[src/rtl/serial_word_deserializer_pkg.sv]
// Shared constants and types for the serial word deserializer:
// bit-order selectors and the holding-register state encoding.
package serial_word_deserializer_pkg;

  localparam int DEFAULT_WIDTH = 8;

  localparam bit BIT_ORDER_MSB_FIRST = 1'b1;
  localparam bit BIT_ORDER_LSB_FIRST = 1'b0;

  typedef enum logic {
    HOLD_EMPTY = 1'b0,
    HOLD_FULL  = 1'b1
  } hold_state_e;

endpackage

[src/rtl/serial_word_deserializer_if.sv]
// Bit-stream input, word valid/ready output and status signals of the deserializer.
// The master modport belongs to the stream producer and word consumer; the slave modport belongs to the deserializer.
interface serial_word_deserializer_if
  import serial_word_deserializer_pkg::*;
#(
  parameter int WIDTH = DEFAULT_WIDTH,
  parameter int CW    = $clog2(WIDTH)
);

  logic             bit_in;
  logic             bit_valid;
  logic             clear;
  logic             word_ready;
  logic [WIDTH-1:0] word_out;
  logic             word_valid;
  logic [CW-1:0]    bit_count;
  logic             overrun;

  modport master (
    output bit_in, bit_valid, clear, word_ready,
    input  word_out, word_valid, bit_count, overrun
  );

  modport slave (
    input  bit_in, bit_valid, clear, word_ready,
    output word_out, word_valid, bit_count, overrun
  );

endinterface

[src/rtl/serial_word_deserializer_word_holding_reg.sv]
// One-entry output register with a valid/ready handshake and a sticky overrun flag.
// A word completing while the register is full and not being accepted is dropped.
module word_holding_reg
  import serial_word_deserializer_pkg::*;
#(
  parameter int WIDTH = DEFAULT_WIDTH
) (
  input  logic             clk,
  input  logic             reset,
  input  logic             clear,
  input  logic             complete,
  input  logic [WIDTH-1:0] new_word,
  input  logic             word_ready,
  output logic [WIDTH-1:0] word_out,
  output logic             word_valid,
  output logic             overrun
);

  hold_state_e      state_q, state_d;
  logic [WIDTH-1:0] word_q, word_d;
  logic             overrun_q, overrun_d;

  always_ff @(posedge clk) begin
    if (reset) begin
      state_q   <= HOLD_EMPTY;
      word_q    <= '0;
      overrun_q <= 1'b0;
    end else begin
      state_q   <= state_d;
      word_q    <= word_d;
      overrun_q <= overrun_d;
    end
  end

  // An accept and a completion on the same edge swap in the new word without a bubble.
  always_comb begin
    state_d   = state_q;
    word_d    = word_q;
    overrun_d = overrun_q;
    case (state_q)
      HOLD_EMPTY: begin
        if (complete) begin
          state_d = HOLD_FULL;
          word_d  = new_word;
        end
      end
      HOLD_FULL: begin
        if (complete) begin
          if (word_ready) word_d = new_word;
          else            overrun_d = 1'b1;
        end else if (word_ready) begin
          state_d = HOLD_EMPTY;
        end
      end
      default: state_d = HOLD_EMPTY;
    endcase
    if (clear) overrun_d = 1'b0;
  end

  always_comb begin
    word_valid = (state_q == HOLD_FULL);
    word_out   = word_q;
    overrun    = overrun_q;
  end

endmodule

[src/rtl/serial_word_deserializer.sv]
// Assembles a strobed serial bit stream into WIDTH-bit words and hands them to a
// one-entry holding register. MSB_FIRST selects which end of the word the first bit lands in.
module serial_word_deserializer
  import serial_word_deserializer_pkg::*;
#(
  parameter int WIDTH     = DEFAULT_WIDTH,
  parameter bit MSB_FIRST = BIT_ORDER_MSB_FIRST,
  parameter int CW        = $clog2(WIDTH)
) (
  input logic                  clk,
  input logic                  reset,
  serial_word_deserializer_if.slave bus
);

  logic [WIDTH-1:0] sr_q, sr_d;
  logic [CW-1:0]    count_q, count_d;
  logic [WIDTH-1:0] shifted;
  logic             complete;

  always_ff @(posedge clk) begin
    if (reset) begin
      sr_q    <= '0;
      count_q <= '0;
    end else begin
      sr_q    <= sr_d;
      count_q <= count_d;
    end
  end

  // clear wins over a strobe on the same edge, so that bit is discarded.
  always_comb begin
    shifted  = (MSB_FIRST == BIT_ORDER_MSB_FIRST) ? {sr_q[WIDTH-2:0], bus.bit_in}
                                                  : {bus.bit_in, sr_q[WIDTH-1:1]};
    sr_d     = sr_q;
    count_d  = count_q;
    complete = 1'b0;
    if (bus.clear) begin
      sr_d    = '0;
      count_d = '0;
    end else if (bus.bit_valid) begin
      sr_d = shifted;
      if (count_q == CW'(WIDTH - 1)) begin
        count_d  = '0;
        complete = 1'b1;
      end else begin
        count_d = count_q + 1'b1;
      end
    end
  end

  assign bus.bit_count = count_q;

  word_holding_reg #(
    .WIDTH(WIDTH)
  ) u_hold (
    .clk       (clk),
    .reset     (reset),
    .clear     (bus.clear),
    .complete  (complete),
    .new_word  (shifted),
    .word_ready(bus.word_ready),
    .word_out  (bus.word_out),
    .word_valid(bus.word_valid),
    .overrun   (bus.overrun)
  );

endmodule

[src/flat_wrapper.sv]
// flat-port wrapper written by rule: the top's interface ports become plain ports
module serial_word_deserializer_flat import serial_word_deserializer_pkg::*;
#(
  parameter int WIDTH     = DEFAULT_WIDTH,
  parameter bit MSB_FIRST = BIT_ORDER_MSB_FIRST,
  parameter int CW        = $clog2(WIDTH)
)
  (clk, reset, bus_bit_in, bus_bit_valid, bus_clear, bus_word_ready, bus_word_out, bus_word_valid, bus_bit_count, bus_overrun);
  serial_word_deserializer_if #(.WIDTH(WIDTH), .CW(CW)) bus_i ();
  input logic clk;
  input logic reset;
  input wire logic [$bits(bus_i.bit_in)-1:0] bus_bit_in;
  input wire logic [$bits(bus_i.bit_valid)-1:0] bus_bit_valid;
  input wire logic [$bits(bus_i.clear)-1:0] bus_clear;
  input wire logic [$bits(bus_i.word_ready)-1:0] bus_word_ready;
  output wire logic [$bits(bus_i.word_out)-1:0] bus_word_out;
  output wire logic [$bits(bus_i.word_valid)-1:0] bus_word_valid;
  output wire logic [$bits(bus_i.bit_count)-1:0] bus_bit_count;
  output wire logic [$bits(bus_i.overrun)-1:0] bus_overrun;
  assign bus_i.bit_in = bus_bit_in;
  assign bus_i.bit_valid = bus_bit_valid;
  assign bus_i.clear = bus_clear;
  assign bus_i.word_ready = bus_word_ready;
  assign bus_word_out = bus_i.word_out;
  assign bus_word_valid = bus_i.word_valid;
  assign bus_bit_count = bus_i.bit_count;
  assign bus_overrun = bus_i.overrun;
  serial_word_deserializer #(.WIDTH(WIDTH), .MSB_FIRST(MSB_FIRST), .CW(CW)) u_core (.clk(clk), .reset(reset), .bus(bus_i));
endmodule
[config.mk]
export PLATFORM = sky130hd
export DESIGN_NAME = serial_word_deserializer_flat
export DESIGN_NICKNAME = d
export VERILOG_FILES = /design/src/rtl/serial_word_deserializer_pkg.sv /design/src/rtl/serial_word_deserializer_if.sv /design/src/rtl/serial_word_deserializer_word_holding_reg.sv /design/src/rtl/serial_word_deserializer.sv /design/src/flat_wrapper.sv
export SDC_FILE = /design/constraint.sdc
export NUM_CORES = 1
export LEC_CHECK = 0
export ABC_AREA = 1
export ABC_CLOCK_PERIOD_IN_PS = 2300
export CAP_MARGIN = 20
export CORE_UTILIZATION = 30
export CTS_CLUSTER_SIZE = 8
export DETAILED_ROUTE_END_ITERATION = 7
export PLACE_DENSITY = 0.61
export SYNTH_ARGS = -nofsm -noshare
export SYNTH_HDL_FRONTEND = slang
export SYNTH_HIERARCHICAL = 1
export SYNTH_SLANG_ARGS = --single-unit
[constraint.sdc]
create_clock -name clk -period 2.3 [get_ports clk]
set_clock_uncertainty 0.15 [all_clocks]
set_input_delay 0.23 -clock clk [delete_from_list [all_inputs] [get_ports clk]]
set_output_delay 0.23 -clock clk [all_outputs]
set_load 0.005 [all_outputs]
* After elaboration in Yosys (flattened, before gate mapping)
Cells that the tools add are included. Widths: inputs -> output; s select.
Word-level totals: register bits 20, latch bits 0, memory bits (writable) 0, memory bits (read-only) 0, logic and storage cells 27, memories 0
Cells by class: add/sub/neg operators 1, multipliers 0, divide/modulo/power cells 0, magnitude comparators 0, equality and inequality tests 4, shifts and indexed selects 0, mux-type cells 12, bitwise gates (word level) 2, reduce and logical (&&, ||, !) cells 3
Operators with widths (number):
- $mux 8 | 3
- $pmux 8 s2 | 1
- $mux 1 | 6
- $reduce_and 3->1 | 2
- $ne 2x1->1 const B | 2
- $add 3x1->3 const B | 1
- $eq 3x3->1 const B | 1
- $mux 3 | 1
- $ne 2x2->1 const B | 1
- $not 1->1 | 2
- $pmux 1 s2 | 1
- $reduce_or 2->1 | 1

* Depth between registers and ports, before layout
depth after elaboration 6, mapped depth 8, depth with buffers taken out 7

* Modules after synthesis
The synthesis kept the hierarchy.
By module, submodules not included:
- serial_word_deserializer | instances 1, cells an instance 67, area an instance 459.2 um^2
- word_holding_reg | instances 1, cells an instance 62, area an instance 456.7 um^2

* Worst setup path before layout
No wires, ideal clock.
kind register to register, from reg u_core.count_q[0] (netlist: u_core/bus.bit_count[0]), to reg u_core.u_hold.word_q[0] (netlist: u_core/u_hold/word_out[0]), setup time 0.115 ns, arrival 1.218 ns, slack 0.817 ns, cell stages (with the launch flop) 9, buffers on the path 2, cells stage by stage dfxtp_1 > ha_1 > ha_1 > nand2_1 > nor2_1 > buf_6 > buf_6 > a21oi_1 > nor2_1
On the way: word-level cells in the longest chain between the ends 6, elaborated cells on any way between the ends 7, those cells by class eq/ne (3); mux (3); reduce/logical (1)
Ends and longest elaborated chain:
- start, declared | line serial_word_deserializer.sv:16 | logic [CW-1:0] count_q, count_d;
- start signal, assigned | line serial_word_deserializer.sv:26 | count_q <= count_d;
- $eq 3x3->1 (*) | line serial_word_deserializer.sv:42 | if (count_q == CW'(WIDTH - 1)) begin
- $mux 1 (*) | line serial_word_deserializer.sv:42
- $mux 1 (*) | line serial_word_deserializer.sv:40 | end else if (bus.bit_valid) begin
- $mux 1 (*) | line serial_word_deserializer.sv:37 | if (bus.clear) begin
- via u_core.complete | line serial_word_deserializer.sv:18 | logic complete;
- $ne 2x1->1 (no source line)
- $reduce_and 3->1 (no source line) (*)
- end signal, assigned | line serial_word_deserializer_word_holding_reg.sv:30 | word_q <= word_d;
- end, declared | line serial_word_deserializer_word_holding_reg.sv:20 | logic [WIDTH-1:0] word_q, word_d;
Mark *: on every way through the listed nets, which the timed path passes. The rest lies on a longest branch. A chain may end at the register's enable or synchronous reset.

* Final worst setup path
from reg u_core.u_hold.state_q (netlist: u_core/u_hold/word_valid), to out bus_word_valid
RTL lines:
- start, declared | line serial_word_deserializer_word_holding_reg.sv:19 | hold_state_e state_q, state_d;
- start signal, assigned | line serial_word_deserializer_word_holding_reg.sv:29 | state_q <= state_d;
- end, declared | line flat_wrapper.sv:17 | output wire logic [$bits(bus_i.word_valid)-1:0] bus_word_valid;
No word-level cell between the ends.

==> qor.txt <==
status: finished with violations
failing checks: design-rule violations
mux cell area share after synthesis: 0%
Netlist Area Pre-Place: 916 µm²
H-Tree Level Count: 1
WP buf/inv: 1
# IOs: 19
Adder-Cell Fraction of Synth Area: 2.73%
global-route wire length before repair: 2.77 mm
total power: 615 µW
die width: 57.3 µm
core area: 2830 µm²
Remaining DRCs: 3
Mean Syn Cell Area: 7.10 µm²
Tcrit/Tclk final: 70.1%
total congestion overflow: 0
Root Buffer: clkbuf_4
vias in the first global route: 632
CP delay by family, top: buffers and inverters
Fin. Hold Viols: 0
initial DRC count: 17
First-pass DRT Iterations: 6
latest clock arrival within the worst-skew pair: 300 ps
post-layout min period: 1610 ps
flop2flop setup slack: 700 ps
Cell Rows: 19
Post-CTS Resized: 0
clk slew on worst S/H paths: 110 ps
CTS tree: yes
static leakage: 0.484 nW
worst relative slew slack: 82.6%
RePlAce Congestion: 0.674
RSZ-0062 raised after global routing: no
count of input and output buffers: 18
Slew @ Worst Pin: 260 ps
top-area cell type share of the netlist area: 43.7%
Max stage delay on crit path: 530 ps
Longest Clk Path Bufs: 2
max cap viols: 0
Post-Synth Simple-Gate Area: 33.2%
Unique masters post-synth: 14
post-synth net total: 137
crit path kind: flip-flop to output port
Power Dens Cells: 541 nW/µm²
# diodes: 0
final WL: 1.61 mm
VDD IR max: 433 µV
top_reg_cell synth: dfxtp_1
largest family of logic cells by synthesized area: simple AND/OR/NAND/NOR gates
largest area contributor in the netlist: dfxtp_1
YS warnings: 6
post-DR vias/cell: 4.10
Die Ht: 57.3 µm
CTS Buf Count: 3
Critical Path Fanout Max: 3
setup TNS: 0 ps
routed via count: 734
Placed Area: 1100 µm²
top cells by count, synth: 28 x nand2_1, 28 x nor2_1, 22 x inv_1, 20 x dfxtp_1, 11 x a21oi_1
final number of setup-violating endpoints: 0
crit end category: output port
Layout fillers: 304
CP required: 1920 ps
hold_ws: 307 ps
Non-Filler Cell Area, Final: 1140 µm²
fraction of registers with async set or reset after synthesis: 0%
fraction of layout cells with a size suffix above 1: 7.43%
max-slew violation count: 0
Max Fclk: 620 MHz
WP data arrival: 1230 ps
setup bufs post-CTS: 0
initial antenna violation count: 0
Inst Count DP: 175
compound-gate portion of the synthesized area: 6.01%
Nets: 157
WL per Instance: 8.98 µm
Cells after Synth: 129
startpoint class of the critical path: flip-flop
Synth Area in XOR/XNOR: 0%
Layout area overhead: 24.2%
clock sinks: 20
largest net degree at the start of global routing: 21
CTS Hold Bufs: 0
worst path cell trace: clkdlybuf4s50_1
CP max stage cell: clkdlybuf4s50_1
Total GRT Usage: 11.0%
ANT nets after route: 0
fin cells: 179
die area: 3280 µm²
sequential cell area fraction in the yosys report: 43.7%
synth top area cells: dfxtp_1 44%, nand2_1 11%, nor2_1 11%
Hold Path Class: flip-flop to flip-flop
Initial Util: 32.4%
HPWL Detailed: 1.14 mm
Post-synth EDFFs: 0
synthesized flop and latch total: 20
==> power by group <==
group / internal (mW) / total [mW] / switching [mW]
Combinational: 0.0262 / 0.0560 / 0.0298
Sequential: 0.353 / 0.358 / 0.00500
Clock: 0.0966 / 0.201 / 0.105
==> cells in the final DEF (no fill, tap or decap) <==
cell type        Yosys  layout
nand3_2              1       1
nand2_1             28      28
clkbuf_4             0       3
clkdlybuf4s50_1      0      18
nand2_4              1       1
nor2_1              28      28
nand2_2              1       1
nor2_8               1       1
buf_4                2       2
nand3_1              8       8
inv_1               22      22
dfxtp_1             20      20
a21oi_1             11      11
clkbuf_8             0       1
or2_2                1       1
ha_1                 2       2
==> path summary, 6_finish.rpt <==
kind                                                            from                                     end  depth (start not counted)
worst max register to register  u_core/bus.bit_count[0]$_SDFFE_PP0P_  u_core/u_hold/word_out[7]$_SDFFE_PP0P_                          8
worst max-delay path             u_core/u_hold/word_valid$_SDFF_PP0_                          bus_word_valid                          1
worst min-delay path              u_core/u_hold/overrun$_SDFFE_PP0P_      u_core/u_hold/overrun$_SDFFE_PP0P_                          2
worst min register to register    u_core/u_hold/overrun$_SDFFE_PP0P_      u_core/u_hold/overrun$_SDFFE_PP0P_                          2
==> state kept, by name, indices dropped and copies added (netlist names) <==
name,flops
u_core/sr_q,7
u_core/bus.bit_count,3
u_core/u_hold/word_out,8
u_core/u_hold/word_valid,1
u_core/u_hold/overrun,1
==> per-layer routing <==
| layer | share of wire (%) | vias up | wire length, µm | track usage [%] |
|---|---|---|---|---|
| met4 | 0.62 | 0 | 10 | 3.14 |
| met1 | 51 | 293 | 825 | 13.9 |
| met2 | 43 | 16 | 686 | 17.0 |
| li1 | - | 422 | - | - |
| met5 | 0 | - | 0 | 0 |
| met3 | 5.3 | 3 | 85 | 4.76 |
==> through the flow <==
step	util, %	worst slack [ps]
3_3_place_gp	38.9	723
3_5_place_dp	38.9	681
2_1_floorplan	-	817
4_1_cts	40.2	660
6_report	40.2	687
5_1_grt	40.2	560
==> cell families (layout without fill, tap and decap cells) <==
group / count (synthesis) / count (layout)
AOI/OAI and AO/OA: 11 / 11
adders and majority gates: 2 / 2
buffers and inverters: 27 / 46
DFF: 20 / 20
and+or+nand+nor: 69 / 69
==> area by class of cell <==
type | instances | area [µm²] | area share, %
inverter | 22 | 82.6 | 7.26
clock buffer | 4 | 36.3 | 3.19
sequential | 20 | 400 | 35.2
multi-input combinational | 82 | 384 | 33.8
tap | 31 | 38.8 | 3.41
timing repair buffer | 20 | 195 | 17.2
(Power assumes the default switching activity.)
